**src/rtl/ifetch_unit_if.sv**
```systemverilog
// Instruction-memory fetch bus between ifetch_unit and imem.
// The fetch unit drives the request side; memory returns the word.
interface ifetch_unit_if;
    logic        imem_req;
    logic [31:0] imem_addr;
    logic        imem_ack;
    logic [31:0] imem_rdata;

    modport master (
        output imem_req,
        output imem_addr,
        input  imem_ack,
        input  imem_rdata
    );

    modport slave (
        input  imem_req,
        input  imem_addr,
        output imem_ack,
        output imem_rdata
    );
endinterface

```
**src/rtl/ifetch_unit.sv**
```systemverilog
// Instruction-fetch stage: PC register, next-PC select and imem handshake.
// Halts with sticky flags on misaligned targets or fetch timeout.
module ifetch_unit #(
    parameter logic [31:0] RESET_PC = 32'h0000_3000,
    parameter int          TIMEOUT  = 16
) (
    input  logic                clk,
    input  logic                rst,
    input  logic [3:0]          npc_op,
    input  logic                zero,
    input  logic [15:0]         imm16,
    input  logic [25:0]         target26,
    input  logic [31:0]         jr_addr,
    input  logic                advance,
    ifetch_unit_if.master       imem,
    output logic [31:0]         instr,
    output logic [5:0]          op,
    output logic [5:0]          func,
    output logic                instr_valid,
    output logic [31:0]         pc,
    output logic [31:0]         pc_plus4,
    output logic                misalign_err,
    output logic                bus_err
);

    localparam int CW = (TIMEOUT < 2) ? 1 : $clog2(TIMEOUT);
    localparam logic [CW-1:0] LIM = CW'(TIMEOUT - 1);

    typedef enum logic [1:0] {IDLE, FETCH, HOLD, HALT} state_t;

    state_t        state_q, state_d;
    logic [31:0]   pc_q, pc_d;
    logic [31:0]   instr_q, instr_d;
    logic          req_q, req_d;
    logic          valid_q, valid_d;
    logic          merr_q, merr_d;
    logic          berr_q, berr_d;
    logic [CW-1:0] cnt_q, cnt_d;

    logic [31:0] p4;
    logic [31:0] boff;
    logic [31:0] jmp;
    logic [31:0] npc;

    assign p4   = pc_q + 32'd4;
    assign boff = {{14{imm16[15]}}, imm16, 2'b00};
    assign jmp  = {p4[31:28], target26, 2'b00};

    always_comb begin
        npc = p4;
        case (npc_op)
            4'd1:       if (zero)  npc = p4 + boff;
            4'd2:       if (!zero) npc = p4 + boff;
            4'd3, 4'd4: npc = jmp;
            4'd5:       npc = jr_addr;
            default:    npc = p4;
        endcase
    end

    always_ff @(posedge clk) begin
        if (rst) begin
            state_q <= IDLE;
            pc_q    <= RESET_PC;
            instr_q <= '0;
            req_q   <= 1'b0;
            valid_q <= 1'b0;
            merr_q  <= 1'b0;
            berr_q  <= 1'b0;
            cnt_q   <= '0;
        end else begin
            state_q <= state_d;
            pc_q    <= pc_d;
            instr_q <= instr_d;
            req_q   <= req_d;
            valid_q <= valid_d;
            merr_q  <= merr_d;
            berr_q  <= berr_d;
            cnt_q   <= cnt_d;
        end
    end

    always_comb begin
        state_d = state_q;
        pc_d    = pc_q;
        instr_d = instr_q;
        req_d   = req_q;
        valid_d = valid_q;
        merr_d  = merr_q;
        berr_d  = berr_q;
        cnt_d   = cnt_q;
        case (state_q)
            IDLE: begin
                state_d = FETCH;
                req_d   = 1'b1;
                cnt_d   = '0;
            end
            FETCH: begin
                // An ack on the final allowed cycle still wins over timeout.
                if (imem.imem_ack) begin
                    instr_d = imem.imem_rdata;
                    valid_d = 1'b1;
                    req_d   = 1'b0;
                    state_d = HOLD;
                end else if (cnt_q == LIM) begin
                    berr_d  = 1'b1;
                    req_d   = 1'b0;
                    state_d = HALT;
                end else begin
                    cnt_d = cnt_q + CW'(1);
                end
            end
            HOLD: begin
                if (advance) begin
                    valid_d = 1'b0;
                    if (npc[1:0] != 2'b00) begin
                        merr_d  = 1'b1;
                        state_d = HALT;
                    end else begin
                        pc_d    = npc;
                        req_d   = 1'b1;
                        cnt_d   = '0;
                        state_d = FETCH;
                    end
                end
            end
            default: begin
                req_d   = 1'b0;
                valid_d = 1'b0;
            end
        endcase
    end

    assign imem.imem_req  = req_q;
    assign imem.imem_addr = pc_q;
    assign instr          = instr_q;
    assign op             = instr_q[31:26];
    assign func           = instr_q[5:0];
    assign instr_valid    = valid_q;
    assign pc             = pc_q;
    assign pc_plus4       = p4;
    assign misalign_err   = merr_q;
    assign bus_err        = berr_q;

endmodule

```
**src/flat_wrapper.sv**
```systemverilog
// flat-port wrapper written by rule: the top's interface ports become plain ports
module ifetch_unit_flat 
#(
    parameter logic [31:0] RESET_PC = 32'h0000_3000,
    parameter int          TIMEOUT  = 16
)
  (clk, rst, npc_op, zero, imm16, target26, jr_addr, advance, instr, op, func, instr_valid, pc, pc_plus4, misalign_err, bus_err, imem_imem_req, imem_imem_addr, imem_imem_ack, imem_imem_rdata);
  ifetch_unit_if imem_i ();
  input  logic clk;
  input  logic rst;
  input  logic [3:0] npc_op;
  input  logic zero;
  input  logic [15:0] imm16;
  input  logic [25:0] target26;
  input  logic [31:0] jr_addr;
  input  logic advance;
  output logic [31:0] instr;
  output logic [5:0] op;
  output logic [5:0] func;
  output logic instr_valid;
  output logic [31:0] pc;
  output logic [31:0] pc_plus4;
  output logic misalign_err;
  output logic bus_err;
  output wire logic [$bits(imem_i.imem_req)-1:0] imem_imem_req;
  output wire logic [$bits(imem_i.imem_addr)-1:0] imem_imem_addr;
  input wire logic [$bits(imem_i.imem_ack)-1:0] imem_imem_ack;
  input wire logic [$bits(imem_i.imem_rdata)-1:0] imem_imem_rdata;
  assign imem_imem_req = imem_i.imem_req;
  assign imem_imem_addr = imem_i.imem_addr;
  assign imem_i.imem_ack = imem_imem_ack;
  assign imem_i.imem_rdata = imem_imem_rdata;
  ifetch_unit #(.RESET_PC(RESET_PC), .TIMEOUT(TIMEOUT)) u_core (.clk(clk), .rst(rst), .npc_op(npc_op), .zero(zero), .imm16(imm16), .target26(target26), .jr_addr(jr_addr), .advance(advance), .imem(imem_i), .instr(instr), .op(op), .func(func), .instr_valid(instr_valid), .pc(pc), .pc_plus4(pc_plus4), .misalign_err(misalign_err), .bus_err(bus_err));
endmodule
```
**config.mk**
```make
export PLATFORM = sky130hd
export DESIGN_NAME = ifetch_unit_flat
export DESIGN_NICKNAME = d
export VERILOG_FILES = /design/src/rtl/ifetch_unit_if.sv /design/src/rtl/ifetch_unit.sv /design/src/flat_wrapper.sv
export SDC_FILE = /design/constraint.sdc
export NUM_CORES = 1
export LEC_CHECK = 0
export CAP_MARGIN = 5
export CELL_PAD_IN_SITES_DETAIL_PLACEMENT = 1
export CELL_PAD_IN_SITES_GLOBAL_PLACEMENT = 1
export CORE_MARGIN = 4
export CORE_UTILIZATION = 32
export DETAILED_ROUTE_END_ITERATION = 8
export GPL_TIMING_DRIVEN = 1
export HOLD_SLACK_MARGIN = 0.03
export MAX_ROUTING_LAYER = met4
export PLACE_DENSITY = 0.9
export SLEW_MARGIN = 20
export SYNTH_ARGS = -nofsm -noshare
export SYNTH_HDL_FRONTEND = slang
export SYNTH_SLANG_ARGS = --single-unit
```
**constraint.sdc**
```tcl
create_clock -name clk -period 9.61 [get_ports clk]
set_clock_uncertainty 0.15 [all_clocks]
set_input_delay 2.4025 -clock clk [delete_from_list [all_inputs] [get_ports clk]]
set_output_delay 2.4025 -clock clk [all_outputs]
set_load 0.05 [all_outputs]
```
# ---- Yosys cells after proc, flatten, opt, wreduce, memory -nomap -nowiden
# Cells that the tools add are included.
dict set report totals {
  mem_count 0
  latch_bits 0
  rom_bits 0
  wordCells 61
  ram_bits 0
  output_inout_bits 144
  reg_bits 74
}
dict set report op_classes {
  bitwise_logic 3
  div_mod_pow 0
  eq_ne 14
  magnitude_cmp 0
  addsub 3
  multipliers 0
  n_reduce_logical 12
  shifts 0
  n_mux 21
}
# cell count
set ops {}
lappend ops {{32-bit case mux with 4 select lines} 1}
lappend ops {{32-bit two-way mux} 2}
lappend ops {{32-bit by 3-bit adder with 32-bit output (second input constant)} 1}
lappend ops {{32-bit adder} 1}
lappend ops {{3-bit AND reduction} 6}
lappend ops {{4-bit two-way mux} 4}
lappend ops {{4-bit case mux with 3 select lines} 1}
lappend ops {{2-bit inequality test (second input constant)} 5}
lappend ops {{4-bit by 2-bit == test with 1-bit output (second input constant)} 2}
lappend ops {{4-bit by 3-bit == test with 1-bit output (second input constant)} 2}
lappend ops {{2-bit two-way mux} 4}
lappend ops {{1-bit two-way mux} 6}
lappend ops {{1-bit case mux with 3 select lines} 2}
lappend ops {{2-bit case mux with 3 select lines} 1}
lappend ops {{5-bit AND reduction} 1}
lappend ops {{4-bit by 1-bit adder with 4-bit output (second input constant)} 1}
lappend ops {{4-bit by 1-bit == test with 1-bit output (second input constant)} 1}
lappend ops {{4-bit == test (second input constant)} 1}
lappend ops {{3-bit by 2-bit inequality test with 1-bit output (second input constant)} 1}
lappend ops {{1-bit NOT} 3}
lappend ops {{3-bit nonzero test} 1}
lappend ops {{2-bit by 1-bit == test with 1-bit output (second input constant)} 1}
lappend ops {{2-bit == test (second input constant)} 1}
lappend ops {{2-bit zero test} 1}
lappend ops {{3 further kinds} 3}

# ---- Logic depth before layout (Yosys ltp)
dict set report logic_depth {
  ltp_word 8
  ltp_mapped 17
  mapped_depth_nobuf 16
}

# ---- Worst setup path before layout
# No wires, ideal clock.
dict set report synth_timing {
  kind {reg-to-output}
  from {reg u_core.pc_q[7], in the netlist u_core.imem.imem_addr[7]}
  to {out pc_plus4[19]}
  arrival_ns 2.828
  required_ns 7.057
  n_path_buf 0
  path_stages_with_launch 7
  slack_ns 4.229
  cell_sequence {dfxtp_1 -> nand4_1 -> or3_4 -> nor2_1 -> and4_1 -> nand3_1 -> xnor2_1}
}
dict set report synth_via {
  elab_chain_cells 1
}
# item line
set synth_lines {}
lappend synth_lines {{from (decl)} ifetch_unit.sv:32} ;# logic [31:0] pc_q, pc_d;
lappend synth_lines {{from (signal assigned)} ifetch_unit.sv:72} ;# pc_q <= pc_d;
lappend synth_lines {{32-bit by 3-bit adder with 32-bit output} ifetch_unit.sv:45} ;# assign p4 = pc_q + 32'd4;
lappend synth_lines {{to (decl)} flat_wrapper.sv:22} ;# output logic [31:0] pc_plus4;
# Every way passes these cells.

# ---- Final worst setup path
dict set report layout_timing {
  from {reg u_core.pc_q[4], in the netlist u_core.imem.imem_addr[4]}
  to {out pc_plus4[21]}
}
# The elaborated chain is that of the path after synthesis.

==> results.md <==
Setup path:
- The worst path buffer plus inverter count is 1.
- The slowest stage of the critical path is the sky130_fd_sc_hd__clkdlybuf4s50_1 cell.
- Walking the worst path, the cells encountered are and3_1, nand3_1, nor2_1, and4_1, nand3_1, xnor2_1, clkdlybuf4s50_1.
- Tracing the worst setup path back leads to its startpoint at u_core.imem.imem_addr[4]$_SDFFE_PP0P_.
- The cell family with the largest share of critical-path delay is simple AND/OR/NAND/NOR gates.
- The delay of the slowest cell on the worst path is around 0.9 ns.
- The endpoint required time on the critical path is 7.06 ns.
- The worst register-to-register path begins at u_core.imem.imem_addr[4]$_SDFFE_PP0P_.
- The worst setup path is captured at an output pin.
- Along the worst path, the maximum fanout reaches 8.
- The data arrival time at the worst-slack endpoint is between 3 and 4 ns.
- The worst setup path is launched from a register.
- The most numerous cell on the critical path is sky130_fd_sc_hd__nand3_1.
- The worst setup path category is register to output pin.

STA:
- Derived from the worst setup path, the maximum achievable clock frequency is around 0.16 GHz.
- Setup repair after global routing left no endpoint under its margin.
- Setup violations remaining at the end of the flow were counted as 0.
- The worst pin sits at a relative slew slack of 0.327.
- Dividing the final minimum period by the clock period gives 0.635.
- Across all setup checks in the final design, the least slack found is between 3 and 4 ns.
- For the pin with the worst max-slew slack, the measured transition is ~1.0 ns.
- The count of pins over their slew limit is 0.
- After layout, the minimum clock period comes to between 6 and 7 ns.
- In the final timing run, aggregate negative setup slack is 0 ns.
- The number of endpoints with negative hold slack in the final report was 0.

Power:
- The areal power density over the cells is approximately 160 nW/um2.
- The internal power consumption is approximately 0.0008 W.
- The part of the power in registers is 0.270.
- Of the total power, the share spent switching nets is 0.424.
- The power dissipated by switching net loads is between 0.0005 and 0.0006 W.
- The share of total power dissipated in the clock network is 0.273.
- The static leakage power is roughly 3.2 nW.
- The worst-case vdd ir drop is slightly below 0.09 mV.
- Of the total power, combinational logic draws 0.456.

Die:
- The number of I/O pins is between 200 and 300.
- The die covers 20,300 um2.
- The height of the die is approximately 140 um.
- The initial utilization of the core area, before any placement, comes to 0.331.
- Row generation in the floorplan step produced 48 rows.
- From left edge to right edge, the die measures between 100 and 150 um.
- The core area is 17,500 um2.

Logic synthesis:
- The area of the mapped netlist is ~5800 um2.
- The largest area contributor in the netlist is sky130_fd_sc_hd__dfxtp_1.
- The sequential element share of the synthesized area is 0.256.
- The number of enable flip-flop cells after synthesis is 0.
- During synthesis, Yosys emitted a total of 0 warnings.
- In this run the mean area of a mapped cell was between 7 and 8 um2.
- By count the netlist is led by 110 x sky130_fd_sc_hd__nand2_1, 78 x sky130_fd_sc_hd__a21oi_1, 74 x sky130_fd_sc_hd__dfxtp_1, 64 x sky130_fd_sc_hd__nor2_1, 46 x sky130_fd_sc_hd__buf_4.
- The most instantiated flip-flop cell in the synthesis netlist is sky130_fd_sc_hd__dfxtp_1.
- Among all cell types in the netlist, the one instantiated most often is sky130_fd_sc_hd__nand2_1.
- The portion of synthesized cell area occupied by the leading cell type is 0.256.
- In this run, synthesis produced a sequential element count of 74.
- In the synthesized netlist, the number of instances is 757.
- When the netlist entered floorplanning its net count stood at 914.
- The share of async-settable or async-resettable flops after synthesis is 0.
- In the post-synthesis netlist, the biggest area contributors are sky130_fd_sc_hd__dfxtp_1 26%, sky130_fd_sc_hd__ha_1 8.9%, sky130_fd_sc_hd__nand2_1 7.1%, sky130_fd_sc_hd__a21oi_1 6.8%, sky130_fd_sc_hd__buf_4 6.0%.
- Synthesis instantiated 63 different standard cells from the library.

Final layout:
- The non-filler instance count after layout is approximately 1,200.
- Relative to the synthesized area, the layout overhead comes to 48.0%.
- The layout net count is between 1,000 and 1,500.
- The repair_antennas step left the layout with diodes totalling 0.
- The layout cell share with drive strength beyond 1 is 0.0420.

Drt:
- The remaining antenna violation count after routing is 0.
- The mean routed wirelength per cell is between 20 and 25 um.
- After detailed routing, the number of vias per cell comes to roughly 5.5.
- The pre-antenna-repair detailed-routing pass consisted of 7 iterations.
- The DRC violation count after routing is 0.
- After the first detailed-routing iteration, the DRC count stood at 361.
- The vias after detailed routing is ~6,500.
- The aggregate routed wire length is about 24,000 um.

Global route:
- The number of antenna violations at the first check in global routing is 0.
- The sum of overflow across all layers after global routing is 0.
- In the global route stage, met3 resource usage came out at 0.0302.
- Entering global routing, the biggest net connects 76 pins.
- In the global route stage, met1 resource usage came out at 0.286.
- In the global route stage, overall resource usage came out at 0.238.
- The wire length of the first global-routing pass is ~38,000 um.
- The number of global-route vias before repair came to roughly 7,000.
- met2 is the most crowded layer.
- In the global route stage, met2 resource usage came out at 0.415.

Status:
- The flow ran to the end, and the final reports show no timing, DRC or antenna violations.

Clock tree:
- The number of levels in the clock H-tree is 3.
- The post-cts hold buffer count is 0.
- The TritonCTS clock tree is built.
- The total CTS buffers is 9.
- The post-CTS resize count is 0.
- The total setup buffers inserted after CTS is 0.
- In this run the deepest clock path goes through 2 buffers.
- The cell at the root of the clock tree is sky130_fd_sc_hd__clkbuf_16.
- The clock-pin slew on the worst setup and hold paths is about 0.070 ns.
- The number of clock sinks is 74.
- The source-to-sink clock delay at the later pin of the worst-skew pair is between 0.3 and 0.4 ns.

Placement:
- The placer congestion estimate is 0.929.
- Timing analysis after detailed placement gives a worst setup slack of between 3 and 4 ns.
- The post-detailed-placement half-perimeter wirelength is approximately 18,000 um.
- Port buffering added 258 buffers.
- The total instance count after detailed placement is around 1,200.

Min path:
- The min-delay analysis places its worst path in the category register to register.
- The startpoint of the worst hold path is u_core.instr[11]$_SDFFE_PP0P_.

Flow run:
- The number of maximum-capacitance violations is 0.
power by group through the flow:
stage	Clock, W	Sequential (W)	Combinational, W
after floorplan	0	0.000480	0.000330
after global placement	0	0.000382	0.000621
after detailed placement	0	0.000385	0.000633
after CTS	0.000390	0.000378	0.000638
after global routing	0.000399	0.000385	0.000681
final	0.000382	0.000377	0.000637
path summary, 6_finish.rpt:
path | to | slack [ns] | depth (start not counted)
worst min-delay path | u_core.instr[11]$_SDFFE_PP0P_ | 0.30 | 2
worst min register to register | u_core.instr[11]$_SDFFE_PP0P_ | 0.30 | 2
worst max-delay path | pc_plus4[21] | 3.51 | 7
worst max register to register | u_core.imem.imem_addr[28]$_SDFFE_PP0P_ | 5.11 | 14
kinds of logic after synthesis:
logic type / after synthesis / synth area share
buffers and inverters: 96 / 0.0924
XOR/XNOR: 54 / 0.0818
adder cells (fa/ha/maj): 42 / 0.0922
AO/OA/AOI/OAI: 208 / 0.250
flip-flops: 74 / 0.256
AND/OR/NAND/NOR: 283 / 0.228
registers in the layout, summed over array words and instances, names as in the netlist:
register               cells
u_core.imem.imem_addr     32
u_core.state_q             2
u_core.instr              32
u_core.imem.imem_req       1
u_core.instr_valid         1
u_core.bus_err             1
u_core.misalign_err        1
u_core.cnt_q               4
cell type report:
| type | count | area, um2 |
|---|---|---|
| inverters | 12 | 45.0 |
| multi-input cells | 587 | 3790 |
| fillers | 2111 | 8920 |
| flip-flops and latches | 74 | 1480 |
| repair buffers | 263 | 2640 |
| clock buffers | 9 | 225 |
| clock inverters | 7 | 101 |
| well taps | 225 | 282 |
cells in the final DEF (no fill, tap or decap), drive strengths merged, types with 3 or more instances in the layout:
cell type / count
a31oi: 4
o21a: 8
dfxtp: 74
a311oi: 11
nor3: 22
xnor2: 36
nor3b: 5
clkdlybuf4s50: 257
and3: 14
xor2: 18
nand4: 9
nand3: 21
a222oi: 14
o32ai: 3
clkbuf: 9
o21ai: 26
a221oi: 14
ha: 41
or3: 3
nor2: 66
o21bai: 4
and2: 4
buf: 6
a21o: 9
nand2: 110
a211o: 3
nor2b: 14
a221o: 9
nand2b: 5
or2: 3
a211oi: 8
inv: 13
a21oi: 79
worst reg2reg max path: stages (launching register included):
cell and delay (ns):
sky130_fd_sc_hd__dfxtp_1 0.51, sky130_fd_sc_hd__and3_1 0.47, sky130_fd_sc_hd__and2_0 0.59, sky130_fd_sc_hd__nand2_1 0.15, sky130_fd_sc_hd__xnor2_1 0.30, sky130_fd_sc_hd__ha_1 0.37
sky130_fd_sc_hd__o21ai_0 0.27, sky130_fd_sc_hd__o21ai_1 0.13, sky130_fd_sc_hd__o311ai_2 0.11, sky130_fd_sc_hd__a21oi_2 0.14, sky130_fd_sc_hd__o21a_1 0.29, sky130_fd_sc_hd__a311oi_4 0.37
sky130_fd_sc_hd__a21oi_1 0.14, sky130_fd_sc_hd__xnor2_1 0.24, sky130_fd_sc_hd__o32ai_1 0.13
per-stage QoR:
step                total power [W]  hold slack [ns]   util  instance area [um2]
finish                      0.00140            0.304  0.490                 8560
global route                0.00146            0.327  0.490                 8560
CTS                         0.00141            0.305  0.488                 8530
detailed placement          0.00102            0.296  0.469                 8200
global placement            0.00100            0.291  0.469                 8200
floorplan                  0.000810            0.317      -                 5780
routing by layer:
layer,part of all wire,wire length (um)
met3,0.049,1160
met2,0.52,12300
met4,0.024,568
met1,0.41,9820
met5,0,0
No activity file was read; power rests on OpenSTA's default activity.
